--- config.mk ---
export PLATFORM = sky130hd
export DESIGN_NAME = cfg_step_sequencer
export DESIGN_NICKNAME = d
export VERILOG_FILES = /design/src/rtl/synth_cfg_pkg.sv /design/src/rtl/cfg_step_sequencer_tempo_divider.sv /design/src/rtl/cfg_step_sequencer.sv
export SDC_FILE = /design/constraint.sdc
export NUM_CORES = 1
export LEC_CHECK = 0
export ABC_AREA = 1
export CAP_MARGIN = 25
export CORE_MARGIN = 3
export CORE_UTILIZATION = 38
export CTS_BUF_LIST = sky130_fd_sc_hd__clkbuf_4 sky130_fd_sc_hd__clkbuf_8 sky130_fd_sc_hd__clkbuf_16
export CTS_CLUSTER_DIAMETER = 50
export DETAILED_ROUTE_END_ITERATION = 8
export PLACE_DENSITY = 0.67
export SYNTH_ARGS = -nofsm -noshare
export SYNTH_HDL_FRONTEND = slang
export SYNTH_SLANG_ARGS = --single-unit
--- constraint.sdc ---
create_clock -name clk -period 2.2 [get_ports clk]
set_input_delay 0.66 -clock clk [delete_from_list [all_inputs] [get_ports clk]]
set_output_delay 0.66 -clock clk [all_outputs]
set_load 0.05 [all_outputs]
--- src/rtl/synth_cfg_pkg.sv ---
// Shared cfg-register map for the synth core: word bases, field offsets and the
// small types used by every block that writes cfg words.
package synth_cfg_pkg;

  localparam int CFG_WORDS           = 8;
  localparam int CEIL_LOG2_CFG_WORDS = 3;

  localparam int OSC_PERIOD_BASE = 0;
  localparam int MOD_PERIOD_BASE = 2;

  // Period/octave word layout: low 12 bits period, high 4 bits octave.
  localparam int PERIOD_LSB = 0;
  localparam int PERIOD_MSB = 11;
  localparam int OCTAVE_LSB = 12;
  localparam int OCTAVE_MSB = 15;

  typedef logic [1:0] byte_en_t;

  localparam byte_en_t BE_NONE = 2'b00;
  localparam byte_en_t BE_ALL  = 2'b11;

  typedef enum logic {
    SEQ_IDLE = 1'b0,
    SEQ_RUN  = 1'b1
  } seq_state_e;

  function automatic logic [15:0] pack_period_word(input logic [3:0] octave,
                                                   input logic [11:0] period);
    logic [15:0] word;
    word = 16'h0000;
    word[OCTAVE_MSB:OCTAVE_LSB] = octave;
    word[PERIOD_MSB:PERIOD_LSB] = period;
    return word;
  endfunction

endpackage

--- src/rtl/cfg_step_sequencer_tempo_divider.sv ---
// Reloadable down-counter: tick is high while enabled at count zero, and the
// counter reloads on that tick or on an explicit load.
module tempo_divider #(
  parameter int W = 16
) (
  input  logic         clk,
  input  logic         rst_n,
  input  logic         en,
  input  logic         load,
  input  logic [W-1:0] load_value,
  output logic         tick
);

  logic [W-1:0] count_r;

  assign tick = en & (count_r == {W{1'b0}});

  // Down-counter with priority load, reload on tick, hold when disabled.
  always_ff @(posedge clk or negedge rst_n) begin
    if (!rst_n) begin
      count_r <= {W{1'b0}};
    end else if (load) begin
      count_r <= load_value;
    end else if (tick) begin
      count_r <= load_value;
    end else if (en) begin
      count_r <= count_r - W'(1);
    end else begin
      count_r <= count_r;
    end
  end

endmodule

--- src/rtl/cfg_step_sequencer.sv ---
// Owns the cfg write port: arbitrates host writes against a tempo-driven step
// sequencer that rewrites one cfg word from a small programmable step memory.
module cfg_step_sequencer #(
  parameter int LOG2_STEPS          = 3,
  parameter int TEMPO_BITS          = 16,
  parameter int CEIL_LOG2_CFG_WORDS = synth_cfg_pkg::CEIL_LOG2_CFG_WORDS,
  parameter int TARGET_WORD         = synth_cfg_pkg::OSC_PERIOD_BASE
) (
  input  logic                           clk,
  input  logic                           rst_n,
  input  logic                           host_req,
  input  logic [CEIL_LOG2_CFG_WORDS-1:0] host_addr,
  input  logic [1:0]                     host_be,
  input  logic [15:0]                    host_data,
  output logic                           host_ack,
  input  logic                           prog_we,
  input  logic [LOG2_STEPS-1:0]          prog_addr,
  input  logic [15:0]                    prog_data,
  input  logic                           run,
  input  logic [TEMPO_BITS-1:0]          tempo,
  input  logic [LOG2_STEPS-1:0]          last_step,
  output logic [1:0]                     cfg_we,
  output logic [CEIL_LOG2_CFG_WORDS-1:0] cfg_w_addr,
  output logic [15:0]                    cfg_w_data,
  output logic [LOG2_STEPS-1:0]          step_index,
  output logic                           overrun
);
  import synth_cfg_pkg::*;

  localparam int NUM_STEPS = 1 << LOG2_STEPS;
  localparam logic [CEIL_LOG2_CFG_WORDS-1:0] TARGET_ADDR = CEIL_LOG2_CFG_WORDS'(TARGET_WORD);

  seq_state_e state_r;
  seq_state_e state_next_s;
  logic       start_s;
  logic       seq_en_s;
  logic       stop_s;
  logic       div_tick_s;
  logic       tick_s;
  logic       host_grant_s;
  logic       seq_grant_s;

  logic                  pending_r;
  logic [15:0]           pend_data_r;
  logic                  overrun_r;
  logic [LOG2_STEPS-1:0] step_index_r;
  logic [LOG2_STEPS-1:0] step_index_next_s;
  logic [LOG2_STEPS-1:0] tick_idx_s;
  logic [15:0]           step_rd_s;
  logic [15:0]           mem_r [NUM_STEPS];

  byte_en_t                       cfg_we_r;
  logic [CEIL_LOG2_CFG_WORDS-1:0] cfg_w_addr_r;
  logic [15:0]                    cfg_w_data_r;
  logic                           host_ack_r;

  // Sequencer state register (remembers run from the previous cycle).
  always_ff @(posedge clk or negedge rst_n) begin
    if (!rst_n) begin
      state_r <= SEQ_IDLE;
    end else begin
      state_r <= state_next_s;
    end
  end

  // Next-state logic: follow the run level.
  always_comb begin
    state_next_s = state_r;
    case (state_r)
      SEQ_IDLE: if (run) state_next_s = SEQ_RUN;  else state_next_s = SEQ_IDLE;
      SEQ_RUN:  if (run) state_next_s = SEQ_RUN;  else state_next_s = SEQ_IDLE;
      default:  state_next_s = SEQ_IDLE;
    endcase
  end

  // State decode: start forces a step-0 tick, stop discards the pending write.
  always_comb begin
    start_s  = 1'b0;
    seq_en_s = 1'b0;
    stop_s   = 1'b0;
    case (state_r)
      SEQ_IDLE: start_s = run;
      SEQ_RUN: begin
        seq_en_s = run;
        stop_s   = ~run;
      end
      default: begin
        start_s  = 1'b0;
        seq_en_s = 1'b0;
        stop_s   = 1'b0;
      end
    endcase
  end

  tempo_divider #(.W(TEMPO_BITS)) u_tempo (
    .clk        (clk),
    .rst_n      (rst_n),
    .en         (seq_en_s),
    .load       (start_s),
    .load_value (tempo),
    .tick       (div_tick_s)
  );

  assign tick_s       = start_s | div_tick_s;
  assign host_grant_s = host_req & ~host_ack_r;
  assign seq_grant_s  = pending_r & run & ~host_grant_s;
  assign tick_idx_s   = start_s ? {LOG2_STEPS{1'b0}} : step_index_r;
  assign step_rd_s    = mem_r[tick_idx_s];

  // Step index advance; past last_step it simply wraps at the memory depth.
  always_comb begin
    step_index_next_s = step_index_r;
    if (start_s) begin
      if (last_step == {LOG2_STEPS{1'b0}}) step_index_next_s = {LOG2_STEPS{1'b0}};
      else                                 step_index_next_s = LOG2_STEPS'(1);
    end else if (div_tick_s) begin
      if (step_index_r == last_step) step_index_next_s = {LOG2_STEPS{1'b0}};
      else                           step_index_next_s = step_index_r + LOG2_STEPS'(1);
    end else begin
      step_index_next_s = step_index_r;
    end
  end

  // Step memory; a tick reading the index being written sees the old word.
  always_ff @(posedge clk or negedge rst_n) begin
    if (!rst_n) begin
      for (int i = 0; i < NUM_STEPS; i++) mem_r[i] <= 16'h0000;
    end else if (prog_we) begin
      mem_r[prog_addr] <= prog_data;
    end else begin
      mem_r[prog_addr] <= mem_r[prog_addr];
    end
  end

  // Pending sequencer write; a new tick overrides the grant's clear.
  always_ff @(posedge clk or negedge rst_n) begin
    if (!rst_n) begin
      pending_r    <= 1'b0;
      pend_data_r  <= 16'h0000;
      overrun_r    <= 1'b0;
      step_index_r <= {LOG2_STEPS{1'b0}};
    end else begin
      overrun_r    <= tick_s & pending_r & ~seq_grant_s;
      step_index_r <= step_index_next_s;
      if (stop_s) begin
        pending_r <= 1'b0;
      end else if (tick_s) begin
        pending_r   <= 1'b1;
        pend_data_r <= step_rd_s;
      end else if (seq_grant_s) begin
        pending_r <= 1'b0;
      end else begin
        pending_r <= pending_r;
      end
    end
  end

  // Registered cfg write port; host has priority, addr/data hold when idle.
  always_ff @(posedge clk or negedge rst_n) begin
    if (!rst_n) begin
      cfg_we_r     <= BE_NONE;
      cfg_w_addr_r <= {CEIL_LOG2_CFG_WORDS{1'b0}};
      cfg_w_data_r <= 16'h0000;
      host_ack_r   <= 1'b0;
    end else begin
      host_ack_r <= host_grant_s;
      if (host_grant_s) begin
        cfg_we_r     <= host_be;
        cfg_w_addr_r <= host_addr;
        cfg_w_data_r <= host_data;
      end else if (seq_grant_s) begin
        cfg_we_r     <= BE_ALL;
        cfg_w_addr_r <= TARGET_ADDR;
        cfg_w_data_r <= pend_data_r;
      end else begin
        cfg_we_r <= BE_NONE;
      end
    end
  end

  assign cfg_we     = cfg_we_r;
  assign cfg_w_addr = cfg_w_addr_r;
  assign cfg_w_data = cfg_w_data_r;
  assign host_ack   = host_ack_r;
  assign step_index = step_index_r;
  assign overrun    = overrun_r;

endmodule
==> run summary <==
The run finished with clean final reports. The number of H-tree branching levels was 4. The internal power consumption came out at 7.20 mW. The detailed placement HPWL came out at 20,200 um.

The starting density of the core came out at 38.7%. In this run the tightest slew margin relative to its limit is 42.9%. A synthesized cell averages 7.83 sq um. Combinational cells account for 30.2% of the total power. For the worst setup path, the data required time is 2.57 ns. The final max-slew violation count came out at 0. The synthesized design contains 188 register bits. The core region is 26,100 sq um.

In this run the static leakage power is 5.53 nW. The run gives 27.5% as the clock group share of total power. Buffers inserted to repair hold after CTS numbered 0.

With fillers left out, the area of the finished cells amounts to 12,300 sq um. After synthesis the cells add up to 10,100 sq um. Post-CTS clock slew at the launch and capture registers of the worst setup and hold paths: 0.07 ns. The hold violation count in the final report was 0; the slew at the pin with the worst max-slew slack was 0.857 ns.

The via count normalized by instance count came out at 5.58. Static timing analysis puts the maximum clock frequency at 496 MHz. The critical path is of the register to register type. Wires add up to 29,300 um.

The clock root buffer master is sky130_fd_sc_hd__clkbuf_16. Worst vdd rail ir drop: 0.578 mV. For the post-layout net count, the log shows 1,434. The clock passes through at most 2 buffers. The tools report the remaining antenna violation count as 0. The total overflow left after global routing is 0.

The initial antenna violation count was 0. Once placement finished, the instance area stood at 11,700 sq um. The tools report the startpoint kind of the worst setup timing path as a register. The DRC violation count after routing is 0. For the sequential cell fraction of total power, the log shows 42.2%. The number of nets handed over by synthesis was 1,356.

After detailed routing, the average wire length per cell comes to 17.1 um. The later pin in the worst-skew pair is clocked with a latency of 0.44 ns. In this run, distinct cell masters in the synthesized netlist total 31. Gates resized during post-CTS repair numbered 23.

Input and output buffers added on the ports amount to 89. Data arrival time of the worst path: 2.39 ns. For the final database, setup skew stands at 0.0144 ns.

At the end of routability-driven placement, the weighted congestion stood at 0.853. The tool flagged a number of max-cap violations equal to 0. Sequential elements use 46.6% of the synthesized area. Excluding fillers, the count of instances in the completed layout stands at 1,716.

Summing over every cut layer, the via total after detailed routing is 9,580. The largest net degree at the start of global routing was 101; the total I/O pin count was 90. The final critical path takes up 91.7% of the cycle. The via count of the first global-routing pass is 8,874, and the power density of the placed cells is 935 nW/um^2.

Global routing used 20.5% of the available tracks across all layers. Compared with the post-synthesis result, the final layout area differs by 21.8%. In the layout the commonest cells are 385 x sky130_fd_sc_hd__nand2_1, 259 x sky130_fd_sc_hd__nand3_1, 188 x sky130_fd_sc_hd__dfrtp_1.

The logs give 4.31 mW for the total net switching power and 47,700 um for the first-pass GRT wire length. For the finished layout, the period the worst path requires is 2.02 ns. Measured along the x axis, the die boundary spans 169 um.

TritonCTS built the clock tree. In the synthesized netlist, the number of instances is 1,290. The die covers 28,600 sq um. The tools report the iteration-0 DRC count of the detailed router as 1,031. The path category of the worst min-delay check was input port to asynchronous set/reset pin. The number of setup buffers added after CTS is 0. The worst setup path is captured at a register. The floorplan step set the die height to 169 um. The tools report the number of placed cells counting well taps as 1,684. Yosys printed 0 warnings. The fraction of power spent switching nets is 37.5%, and the final setup violation count is 0. The tools report the number of iterations in the first detailed-routing pass as 5. The standard-cell row count was 59.

Setup repair after global routing left no endpoint under its margin. The fraction of layout cells with a size suffix above 1 came out at 8.40%. The library cell used most frequently in the layout, excluding fill and tap cells, is sky130_fd_sc_hd__nand2_1. The number of clock buffers added by TritonCTS is 17.

Along the worst path, the maximum fanout reaches 17. The run gives 188 as the CTS sink count. The number of antenna diodes is 0.
[cell type report]
cell class,count,area (sq um)
Sequential cell,188,4700
Multi-Input combinational cell,922,4650
Inverter,84,320
Fill cell,2543,13800
Clock inverter,14,174
Clock buffer,18,433
Timing Repair Buffer,155,1600
Tap cell,335,419
[per-layer routing]
metal	vias up	global-route usage, %	wire [um]
met5	-	0	0
li1	4623	-	-
met3	44	3.76	2100
met1	4545	29.6	13400
met2	368	31.8	13200
met4	0	5.33	521
[worst max-delay path, stage by stage, from the launching register on]
cell and delay, ns:
sky130_fd_sc_hd__dfrtp_1 0.55, sky130_fd_sc_hd__clkinv_1 0.60, sky130_fd_sc_hd__a21oi_1 0.38, sky130_fd_sc_hd__o21ai_0 0.16
sky130_fd_sc_hd__nand3_1 0.09, sky130_fd_sc_hd__nand3_1 0.10, sky130_fd_sc_hd__nand2_1 0.07
[registers in the layout (all words and copies together), names as in the netlist]
name,cells
host_ack,1
pend_data_r,16
overrun,1
u_tempo.count_r,16
step_index,3
cfg_w_addr,3
cfg_w_data,16
cfg_we,2
state_r,1
pending_r,1
mem_r,128
[kinds of logic (layout without fill, tap and decap cells)]
kind of cell,after synthesis,after routing,synth area share [%]
simple gates,719,719,30.5
compound gates,193,193,14.6
flops,188,188,46.6
buf+inv,180,271,7.42
xor+xnor,8,8,0.693
fa+ha+maj,2,2,0.248
[power groups by stage]
stage / clock network (mW) / logic [mW] / registers, mW
6_report: 3.17 / 3.48 / 4.86
5_1_grt: 3.36 / 3.88 / 4.96
4_1_cts: 3.23 / 3.46 / 4.85
3_5_place_dp: 0 / 3.50 / 4.91
3_3_place_gp: 0 / 3.44 / 4.88
2_1_floorplan: 0 / 1.96 / 5.07
[worst paths after layout]
kind / start / end / slack (ns) / cells past startpoint
worst max-delay path: step_index[0]$_DFFE_PN0P_ / pend_data_r[6]$_DFFE_PN0P_ / 0.18 / 6
worst min-delay path: rst_n / step_index[0]$_DFFE_PN0P_ / 0.19 / 1
worst max register to register: step_index[0]$_DFFE_PN0P_ / pend_data_r[6]$_DFFE_PN0P_ / 0.18 / 6
worst min register to register: cfg_w_data[15]$_DFFE_PN0P_ / cfg_w_data[15]$_DFFE_PN0P_ / 0.48 / 2
max in group asynchronous: rst_n / pend_data_r[11]$_DFFE_PN0P_ / 1.44 / 2
min in group clk: cfg_w_data[15]$_DFFE_PN0P_ / cfg_w_data[15]$_DFFE_PN0P_ / 0.48 / 2
[Yosys cell counts]
master	count	share of area, %
sky130_fd_sc_hd__a21oi_1	16	0.79
sky130_fd_sc_hd__a21oi_2	1	0.087
sky130_fd_sc_hd__a22o_1	3	0.26
sky130_fd_sc_hd__a22oi_4	1	0.21
sky130_fd_sc_hd__and2_1	1	0.062
sky130_fd_sc_hd__buf_1	6	0.22
sky130_fd_sc_hd__buf_2	32	1.6
sky130_fd_sc_hd__buf_4	3	0.22
sky130_fd_sc_hd__buf_6	3	0.33
sky130_fd_sc_hd__clkbuf_1	52	1.9
sky130_fd_sc_hd__clkinv_1	2	0.074
sky130_fd_sc_hd__dfrtp_1	188	47
sky130_fd_sc_hd__ha_1	2	0.25
sky130_fd_sc_hd__inv_1	79	2.9
sky130_fd_sc_hd__inv_2	3	0.11
sky130_fd_sc_hd__nand2_1	386	14
sky130_fd_sc_hd__nand2_2	3	0.19
sky130_fd_sc_hd__nand2_4	2	0.22
sky130_fd_sc_hd__nand3_1	259	13
sky130_fd_sc_hd__nand3_4	1	0.17
sky130_fd_sc_hd__nand4_1	4	0.25
sky130_fd_sc_hd__nor2_1	61	2.3
sky130_fd_sc_hd__nor2_2	1	0.062
sky130_fd_sc_hd__nor2_4	1	0.11
sky130_fd_sc_hd__o211ai_1	17	1.3
sky130_fd_sc_hd__o21ai_0	31	1.5
sky130_fd_sc_hd__o21ai_1	7	0.35
sky130_fd_sc_hd__o21bai_1	4	0.30
sky130_fd_sc_hd__o311ai_0	113	9.8
sky130_fd_sc_hd__xnor2_1	5	0.43
sky130_fd_sc_hd__xor2_1	3	0.26
[metrics by stage]
stage | util, % | TNS, ns | total power, mW | hold slack (ns) | worst slack, ns
6_report | 47.1 | 0 | 11.5 | 0.192 | 0.182
4_1_cts | 47.1 | 0 | 11.5 | 0.194 | 0.190
3_3_place_gp | 44.9 | -4.69 | 8.32 | 0.464 | -0.164
5_1_grt | 47.1 | 0 | 12.2 | 0.199 | 0.0755
2_1_floorplan | - | 0 | 7.03 | 0.364 | 0.423
3_5_place_dp | 44.9 | -8.03 | 8.40 | 0.467 | -0.247
(Power assumes the default switching activity.)
